**config.mk**
```make
export PLATFORM = sky130hd
export DESIGN_NAME = key_press_classifier
export DESIGN_NICKNAME = d
export VERILOG_FILES = /design/src/rtl/key_press_classifier.sv
export SDC_FILE = /design/constraint.sdc
export NUM_CORES = 1
export LEC_CHECK = 0
export BUFFER_PORTS_ARGS = -buffer_cell sky130_fd_sc_hd__buf_2
export CORE_MARGIN = 1.5
export CORE_UTILIZATION = 55
export CTS_CLUSTER_DIAMETER = 100
export DETAILED_ROUTE_END_ITERATION = 7
export GPL_ROUTABILITY_DRIVEN = 0
export HOLD_SLACK_MARGIN = 0.15
export PLACE_DENSITY = 0.72
export SYNTH_ARGS = -nofsm -noshare
export SYNTH_HDL_FRONTEND = slang
export SYNTH_SLANG_ARGS = --single-unit
```
**constraint.sdc**
```tcl
create_clock -name FPGA_CLK -period 5.4 [get_ports FPGA_CLK]
set_input_delay 1.08 -clock FPGA_CLK [delete_from_list [all_inputs] [get_ports FPGA_CLK]]
set_output_delay 1.08 -clock FPGA_CLK [all_outputs]
set_load 0.01 [all_outputs]
```
**src/rtl/key_press_classifier.sv**
```systemverilog
// Synchronises and debounces one active-low push-button, then classifies each press as short/long.
// Optional auto-repeat while a long press is held: define KEY_AUTOREPEAT_EN.
module key_press_classifier #(
   parameter int DEBOUNCE_CYC = 1_000_000,
   parameter int LONG_CYC     = 50_000_000,
   parameter int REPEAT_CYC   = 10_000_000,
   parameter int CNT_W        = 28
) (
   input  logic       FPGA_CLK,
   input  logic       RESET_BUT,
   input  logic       KEY,
   output logic       key_level,
   output logic       short_pulse,
   output logic       long_pulse,
   output logic       repeat_pulse,
   output logic [1:0] fsm_state
);

   typedef enum logic [1:0] {IDLE = 2'd0, PRESSED = 2'd1, HELD = 2'd2} state_t;

   localparam logic [CNT_W-1:0] ONE       = CNT_W'(1);
   localparam logic [CNT_W-1:0] DEB_LAST  = CNT_W'(DEBOUNCE_CYC - 1);
   localparam logic [CNT_W-1:0] HOLD_LAST = CNT_W'(LONG_CYC - 1);

   logic             key_s1, key_s2;
   logic [CNT_W-1:0] deb_cnt;
   state_t           state, state_nxt;
   logic [CNT_W-1:0] hold_cnt, hold_nxt;
   logic             short_nxt, long_nxt;

   always_ff @(posedge FPGA_CLK or negedge RESET_BUT) begin
      if (!RESET_BUT) begin
         key_s1 <= 1'b1;
         key_s2 <= 1'b1;
      end else begin
         key_s1 <= KEY;
         key_s2 <= key_s1;
      end
   end

   // key_level holds the debounced state directly (pressed = 1), so no extra output stage delay.
   always_ff @(posedge FPGA_CLK or negedge RESET_BUT) begin
      if (!RESET_BUT) begin
         deb_cnt   <= '0;
         key_level <= 1'b0;
      end else if (~key_s2 == key_level) begin
         deb_cnt <= '0;
      end else if (deb_cnt >= DEB_LAST) begin
         key_level <= ~key_level;
         deb_cnt   <= '0;
      end else begin
         deb_cnt <= deb_cnt + ONE;
      end
   end

`ifdef KEY_AUTOREPEAT_EN
   localparam logic [CNT_W-1:0] REP_LAST = CNT_W'(REPEAT_CYC - 1);
   logic [CNT_W-1:0] rep_cnt, rep_nxt;
   logic             rep_pulse_nxt;
`endif

   always_comb begin
      state_nxt = state;
      hold_nxt  = hold_cnt;
      short_nxt = 1'b0;
      long_nxt  = 1'b0;
`ifdef KEY_AUTOREPEAT_EN
      rep_nxt       = rep_cnt;
      rep_pulse_nxt = 1'b0;
`endif
      case (state)
         IDLE: begin
            hold_nxt = '0;
            // The rise cycle itself is hold cycle 0, so PRESSED starts at 1.
            if (key_level) begin
               state_nxt = PRESSED;
               hold_nxt  = ONE;
            end
         end
         PRESSED: begin
            if (hold_cnt >= HOLD_LAST) begin
               state_nxt = HELD;
               long_nxt  = 1'b1;
`ifdef KEY_AUTOREPEAT_EN
               rep_nxt   = '0;
`endif
            end else if (!key_level) begin
               state_nxt = IDLE;
               short_nxt = 1'b1;
            end else begin
               hold_nxt = hold_cnt + ONE;
            end
         end
         HELD: begin
            if (!key_level) begin
               state_nxt = IDLE;
            end
`ifdef KEY_AUTOREPEAT_EN
            else if (rep_cnt >= REP_LAST) begin
               rep_pulse_nxt = 1'b1;
               rep_nxt       = '0;
            end else begin
               rep_nxt = rep_cnt + ONE;
            end
`endif
         end
         default: state_nxt = IDLE;
      endcase
   end

   always_ff @(posedge FPGA_CLK or negedge RESET_BUT) begin
      if (!RESET_BUT) begin
         state       <= IDLE;
         hold_cnt    <= '0;
         short_pulse <= 1'b0;
         long_pulse  <= 1'b0;
      end else begin
         state       <= state_nxt;
         hold_cnt    <= hold_nxt;
         short_pulse <= short_nxt;
         long_pulse  <= long_nxt;
      end
   end

`ifdef KEY_AUTOREPEAT_EN
   always_ff @(posedge FPGA_CLK or negedge RESET_BUT) begin
      if (!RESET_BUT) begin
         rep_cnt      <= '0;
         repeat_pulse <= 1'b0;
      end else begin
         rep_cnt      <= rep_nxt;
         repeat_pulse <= rep_pulse_nxt;
      end
   end
`else
   assign repeat_pulse = 1'b0;
`endif

   assign fsm_state = state;

endmodule

```
### Yosys cells after proc, flatten, opt, wreduce, memory -nomap -nowiden

Index checks and enable logic that the tools add are counted.

* register bits: 63
* input bits: 3
* logic and storage cells: 40

* add/subtract/negate cells: 2
* $lt $le $gt $ge: 2
* equal/unequal tests: 6
* multiplexer cells: 15
* bitwise logic cells: 3
* reductions and logical operators: 4

Operator list (number)
* 2-to-1 mux 28 bit: 4
* adder 28 x 1 -> 28 bit, second input constant: 2
* one-hot mux 28 bit (2 select lines): 1
* greater-or-equal comparator 28 x 20 -> 1 bit, second input constant: 1
* greater-or-equal comparator 28 x 26 -> 1 bit, second input constant: 1
* 2-to-1 mux 1 bit: 6
* 2-to-1 mux 2 bit: 3
* inequality test 2 bit, second input constant: 3
* one-hot mux 2 bit (3 select lines): 1
* inverter 1 bit: 3
* AND reduction 3 bit: 1
* equality test 2 x 1 -> 1 bit, second input constant: 1
* equality test 2 bit, second input constant: 1
* zero test 2 bit: 1
* AND reduction 2 bit: 1
* nonzero test 2 bit: 1
* equality test 1 bit: 1

### Longest topological paths before layout

Gate-level depths: netlist of the first run.

* depth in word-level cells: 4
* mapped depth: 7

### Least setup slack after synthesis of the first run

Ideal clock, no wire load.

* path type: reg2reg
* start: reg hold_cnt[11]
* end: reg hold_cnt[2]
* library setup time: 0.069 ns
* arrival time: 2.043 ns
* data required time: 5.331 ns
* setup slack: 3.288 ns
* cell stages (with the launch flop): 5
* path buffers: 0
* period minus slack after synthesis: 2.112 ns
* path through: dfrtp_1 or4_1 o311a_1 or4_2 nand3_1

* cells in the longest elaborated chain, start to end: 3

Ends and longest elaborated chain
* from (decl): RTL line 28 `logic [CNT_W-1:0] hold_cnt, hold_nxt;`
* from (signal assigned): RTL line 119 `hold_cnt <= hold_nxt;`
* greater-or-equal comparator 28 x 26 -> 1 bit: RTL line 81 `if (hold_cnt >= HOLD_LAST) begin`
* inequality test 2 bit (no line)
* AND reduction 3 bit (no line)

No other way between the ends.
A chain may end at the register's enable or synchronous reset.

### Worst setup path after layout of the first run

* start: reg hold_cnt[16]
* end: reg hold_cnt[0]

Same word-level chain as after synthesis.

==> flow_metrics.tcl, run 1 <==
set metrics [dict create \
    status "complete, no violations" \
    synth.avg_cell_area_um2 9.76 \
    num-fill-cells 482 \
    fmax_mhz 383 \
    syn_inst 321 \
    die-area_um2 6160 \
    cts_tree "done" \
    ant_nets 0 \
    clkLatencyLatePin_ns 0.34 \
    start_util_pct 56.9 \
    synth_edf_count 0 \
    path_max_fanout 27 \
    holdWs_ns 0.369 \
    drive_gt1_share_pct 9.68 \
    coreArea_um2 5510 \
    tightest_slew_ns 1.16 \
    slew_violations 0 \
    synth_seq_area_share_pct 50.4 \
    grt_max_degree 64 \
    leakage_nw 1.36 \
    grt_pass1_wl_um 11100 \
    overflow 0 \
    tns_ns 0 \
    synthTopCellsByArea "dfrtp_1 49%, nor2_1 4.2%, nand3_1 3.5%" \
    grt_pass1_vias 2358 \
    finalCritPeriodShare_pct 48.4 \
    crit_chain "or4b_1 > nor4_2 > o311a_1 > nor4_1 > a311o_1" \
    die_x_um 78.5 \
    drt-total-wl_um 6270 \
    avgViaCountPerCell 5.99 \
    ys_warn_count 0 \
    finalClockSkew_ns 0.00867 \
    regArea_um2 1580 \
    slowest_stage "o311a_1" \
    n_antenna_cell 0 \
    cap_violations 0 \
    antenna_found_initial 0 \
    ys_types 49 \
    critPathLaunchType "flop" \
    relSlewSlack_pct 22.2 \
    utilization_pct 62.0 \
    drtIter0Drc 223 \
    yosys.area.top_type_share_pct 48.7 \
    setup_viol 0 \
    io_buffers 7 \
    clk_pin_slew_worst_paths_ns 0.07 \
    track_usage_pct 23.2 \
    ys.flop_type "dfrtp_1" \
    hpwl_um 4180 \
    finalCriticalPeriod_ns 2.61 \
    power.density_nw_per_um2 261 \
    holdCritPathClass "flop to flop" \
    cts-resized-gates 0 \
    ys_seq_elements 63 \
    cts_buffer_depth 2 \
    synthArstFlopShare_pct 100 \
    end_kind "flop" \
    synth_top_cell_by_area "dfrtp_1" \
    root_buffer "clkbuf_8" \
    die_h_um 78.5 \
    drc_errors 0 \
    cts_hold_buf 0 \
    post_drt_wl_per_cell_um 15.2 \
    postCtsSetupRepairBufs 0 \
    cp.required_ns 5.62 \
    crit_arrival_ns 2.84 \
    fin_nets 342 \
    rsz0062_at_grt "false" \
    multi_input_area_um2 1480 \
    area_growth_syn_to_layout_pct 8.98 \
    cts.htree.levels 3 \
    mappedNetlistArea_um2 3130 \
    fp-row-count 27 \
    crit_type "flop to flop" \
    numCtsBuffers 9 \
    cts_sinks 63 \
    cpPeakStageDelay_ns 0.84 \
    vdd_drop_max_mv 0.184 \
    ios 9 \
    drt_pass1_iterations 4 \
    final_hold_viol_count 0 \
    vias 2475 \
]
## layer usage
metal | GRT usage, % | part of all wire (%) | up-vias
met5 | 0 | 0 | -
met4 | 8.57 | 1.2 | 0
met3 | 4.88 | 4.7 | 10
met2 | 35.5 | 44 | 53
met1 | 32.6 | 50 | 1205
li1 | - | - | 1207
## cell type report
| class | instances | share of cell area, % |
|---|---|---|
| Multi-Input combinational cell | 246 | 43.4 |
| Clock buffer | 12 | 4.84 |
| Clock inverter | 3 | 0.513 |
| Timing Repair Buffer | 9 | 1.47 |
| Tap cell | 72 | 2.64 |
| Sequential cell | 63 | 46.2 |
| Inverter | 8 | 0.879 |
## placed cells by master (no fill, tap or decap), types with 2 or more instances in the layout
cell	n
nand4_1	10
xor2_1	10
buf_2	7
dfrtp_1	61
inv_1	8
and3_1	7
dfstp_2	2
o21ai_0	5
buf_4	2
nor3_1	6
a211oi_1	2
nand2_1	26
nand2b_1	4
o211ai_1	2
nor2_1	35
conb_1	9
clkinv_2	2
xnor2_1	11
nand3b_1	3
or4_1	14
o31a_1	2
o31ai_1	13
o311ai_0	3
and2_1	3
o311a_1	2
nor4_1	12
or2_2	2
a21oi_1	17
nand3_1	22
clkbuf_8	12
ha_1	2
mux2i_1	4
or3_1	4
o21a_1	2
## worst paths after layout
path                         startpoint      endpoint  slack, ns  cells past startpoint
setup / recovery           hold_cnt[16]   hold_cnt[0]       2.79                      5
hold / removal                   key_s1        key_s2       0.37                      0
setup reg to reg           hold_cnt[16]   hold_cnt[0]       2.79                      5
hold reg to reg                  key_s1        key_s2       0.37                      0
max in group asynchronous     RESET_BUT  hold_cnt[22]       3.98                      2
min in group asynchronous     RESET_BUT   deb_cnt[17]       0.90                      2
## cells in the mapped netlist, drive strengths merged, types with 2 or more instances
cell type,instances
o21a,2
inv,8
buf,6
nand2b,4
nand3b,3
and3,8
nand3,22
clkbuf,5
o211ai,2
o31ai,13
or3,4
o311ai,4
xnor2,11
nor3,6
a21oi,17
nor4,13
dfstp,2
nor2,35
ha,2
o311a,2
nand4,10
or4,15
and4,2
or2,2
and2,3
xor2,10
o31a,2
mux2i,4
o21ai,5
nand2,27
dfrtp,61
a211oi,2
## worst max-delay path: cells and delay by family, from the launching register on
family           cells  cell delay (ns)
flip-flops           1             0.45
AND/OR/NAND/NOR      3             0.86
AO/OA/AOI/OAI        2             1.18
## stage by stage
step                      std cells  total power, mW  instance area (um2)  worst slack (ns)
after floorplan                 329            0.509                 3160              3.29
after global placement          398            0.524                 3230              2.88
after global routing            413            0.926                 3420              2.63
after detailed placement        398            0.525                 3230              2.82
final                           413            0.892                 3420              2.79
after CTS                       413            0.898                 3420              2.80
## flip-flops by register name, summed over array words and instances, names as in the netlist
name / cells
key_s1: 1
long_pulse: 1
short_pulse: 1
key_level: 1
fsm_state: 2
hold_cnt: 28
deb_cnt: 28
key_s2: 1
## cell families (layout without fill, tap and decap cells)
group | after synthesis | count (layout) | synth area share [%]
buf+inv | 20 | 32 | 3.23
fa+ha+maj | 2 | 2 | 0.798
compound gates | 54 | 54 | 11.8
flops | 63 | 63 | 50.4
simple gates | 156 | 156 | 26.5
xor+xnor | 21 | 21 | 5.87
other cells | 1 | 9 | 0.120
mux | 4 | 4 | 1.28
## power breakdown
group	internal [mW]	switching [mW]
logic	0.00761	0.0213
clock network	0.200	0.177
registers	0.480	0.00665
total	0.687	0.205
Power figures use the tool's default switching activity.
==> inputs of run 2 (changes only) <==
==> constraint.sdc (replaced) <==
create_clock -name FPGA_CLK -period 2.44 [get_ports FPGA_CLK]
set_input_delay 0.488 -clock FPGA_CLK [delete_from_list [all_inputs] [get_ports FPGA_CLK]]
set_output_delay 0.488 -clock FPGA_CLK [all_outputs]
set_load 0.01 [all_outputs]
==> run 2 against run 1 <==
Register-to-register slack got worse by 2.7 ns. Worst setup slack got worse by 2.7 ns. Maximum frequency rose by 13%. Core utilization rose by 3.0 points. Die area did not move. Wire length rose by 2.0%. Global-route usage rose by 0.37 points. First-iteration DRC count fell by 34%. Sequential cell count did not move. Clock power rose to 2.7 times the previous value. Design area rose by 4.8%. Clock skew fell by 0.00080 ns. Critical path type unchanged. Largest cell class unchanged.
==> flow_metrics.tcl, run 2 (synthesis results as in run 1) <==
set metrics [dict create \
    status "complete, no violations" \
    p_switching_mw 0.451 \
    most-common-layout-cells "61 x dfrtp_1, 35 x nor2_1, 26 x nand2_1, 22 x nand3_1, 17 x a21oi_1" \
    seq_power_share_pct 49.5 \
    grt_pass1_wl_um 11100 \
    die-area_um2 6160 \
    leakage_nw 1.43 \
    dr_wl_met2_um 2770 \
    cts_buffer_depth 2 \
    finalNonFillerCells 425 \
    holdPathStages 1 \
    regArea_um2 1580 \
    power.density_nw_per_um2 605 \
    die_x_um 78.5 \
    cap_violations 0 \
    root_buffer "clkbuf_8" \
    io_buffers 7 \
    area_growth_syn_to_layout_pct 14.2 \
    place_inst 408 \
    ff2ff_path_depth 5 \
    finalCritPeriodShare_pct 95.1 \
    vdd_drop_max_mv 0.452 \
    final_hold_viol_count 0 \
    critPathLaunchType "flop" \
    holdCritPathClass "input pin to flop" \
    cp.depth 5 \
    combPwrFrac_pct 3.7 \
    path_common_cell "or4_1" \
    track_usage_pct 23.5 \
    drive_gt1_share_pct 12.5 \
    cts_sinks 63 \
    drtIter0Drc 148 \
    clk_pin_slew_worst_paths_ns 0.06 \
    post_drt_wl_per_cell_um 15.1 \
    dr.max_layer_used "met4" \
    critical_path_buf_inv_count 1 \
    avgViaCountPerCell 5.92 \
    antenna_found_initial 0 \
    cpPeakStageDelay_ns 0.57 \
    rsz0062_at_grt "false" \
    die_h_um 78.5 \
    ios 9 \
    drt-total-wl_um 6400 \
    crit_chain "or4_1 > o311a_4 > buf_12 > or4_1 > a21oi_1" \
    path_max_fanout 21 \
    clkLatencyLatePin_ns 0.34 \
    cp.required_ns 2.70 \
    n_antenna_cell 0 \
    cts.htree.levels 3 \
    power_frac_clock_pct 46.9 \
    wl_met1_um 3230 \
    finalClockSkew_ns 0.00787 \
    tightest_slew_ns 0.568 \
    setup_viol 0 \
    finalCriticalPeriod_ns 2.32 \
    crit_family "simple AND/OR/NAND/NOR gates" \
    drt_pass1_iterations 5 \
    sw_frac_of_total_pct 20.8 \
    crit_type "flop to flop" \
    postCtsSetupRepairBufs 0 \
    cts_tree "done" \
    tns_ns 0 \
    fin_nets 353 \
    crit_arrival_ns 2.58 \
    dr_wl_met3_um 314 \
    num-fill-cells 452 \
    grt_max_degree 42 \
    utilization_pct 65.0 \
    slew_violations 0 \
    grt_pass1_vias 2354 \
    layout_commonest_cell "dfrtp_1" \
    start_util_pct 56.9 \
    relSlewSlack_pct 62.0 \
    ant_nets 0 \
    numCtsBuffers 9 \
    overflow 0 \
    slowest_stage "or4_1" \
    p_int_mw 1.72 \
    hpwl_um 4370 \
    drc_errors 0 \
    place_ws_ns 0.102 \
    fp-row-count 27 \
    fmax_mhz 431 \
    vias 2518 \
    finalWorstSetupSlack_ns 0.119 \
    end_kind "flop" \
    multi_input_area_um2 1500 \
    coreArea_um2 5510 \
]
## run 2: cell types whose count changed in the layout (fill, tap and decap cells not counted), moves of 2 or more
| cell | previous run | this run |
|---|---|---|
| buf_4 | 2 | 10 |
| buf_12 | 0 | 2 |
| clkbuf_1 | 0 | 2 |
| bufinv_16 | 0 | 2 |
## run 2: area by class of cell
type / count / share of cell area, %
inverter: 8 / 0.839
clock buffer: 13 / 4.44
clock inverter: 3 / 1.82
sequential: 63 / 44.1
timing repair buffer: 20 / 4.47
tap: 72 / 2.52
multi-input combinational: 246 / 41.8
## run 2: power groups by stage
stage	Sequential (mW)	Clock, mW	Combinational (mW)
after floorplan	1.09	0	0.0367
after global placement	1.09	0	0.0786
after detailed placement	1.09	0	0.0797
after CTS	1.07	1.04	0.0810
after global routing	1.07	1.09	0.0900
final	1.07	1.02	0.0795
## run 2: worst paths after layout
path / slack (ns) / startpoint / end
worst max-delay path: 0.12 / hold_cnt[10] / hold_cnt[9]
worst min-delay path: 0.25 / KEY / key_s1
worst max register to register: 0.12 / hold_cnt[10] / hold_cnt[9]
worst min register to register: 0.36 / key_s1 / key_s2
max in group asynchronous: 1.12 / RESET_BUT / key_s1
min in group asynchronous: 0.67 / RESET_BUT / deb_cnt[18]
## run 2: stage by stage
| stage | power, mW | area [um2] | hold slack [ns] |
|---|---|---|---|
| after global routing | 2.25 | 3580 | 0.231 |
| after global placement | 1.17 | 3330 | 0.359 |
| after floorplan | 1.13 | 3160 | 0.192 |
| after detailed placement | 1.17 | 3330 | 0.359 |
| final | 2.17 | 3580 | 0.246 |
| after CTS | 2.20 | 3570 | 0.231 |
## run 2: routing by layer
metal,up-vias,track usage [%]
met4,0,7.86
li1,1229,-
met3,11,6.16
met1,1219,34.1
met5,-,0
met2,59,34.3
## run 2: what timing repair did
item / 4_1_cts / 5_1_grt
endpoints found under the setup margin: 0 / 9
gates resized for setup: 0 / 2
hold buffers: 1 / 0
endpoints found under the hold margin: 22 / 0
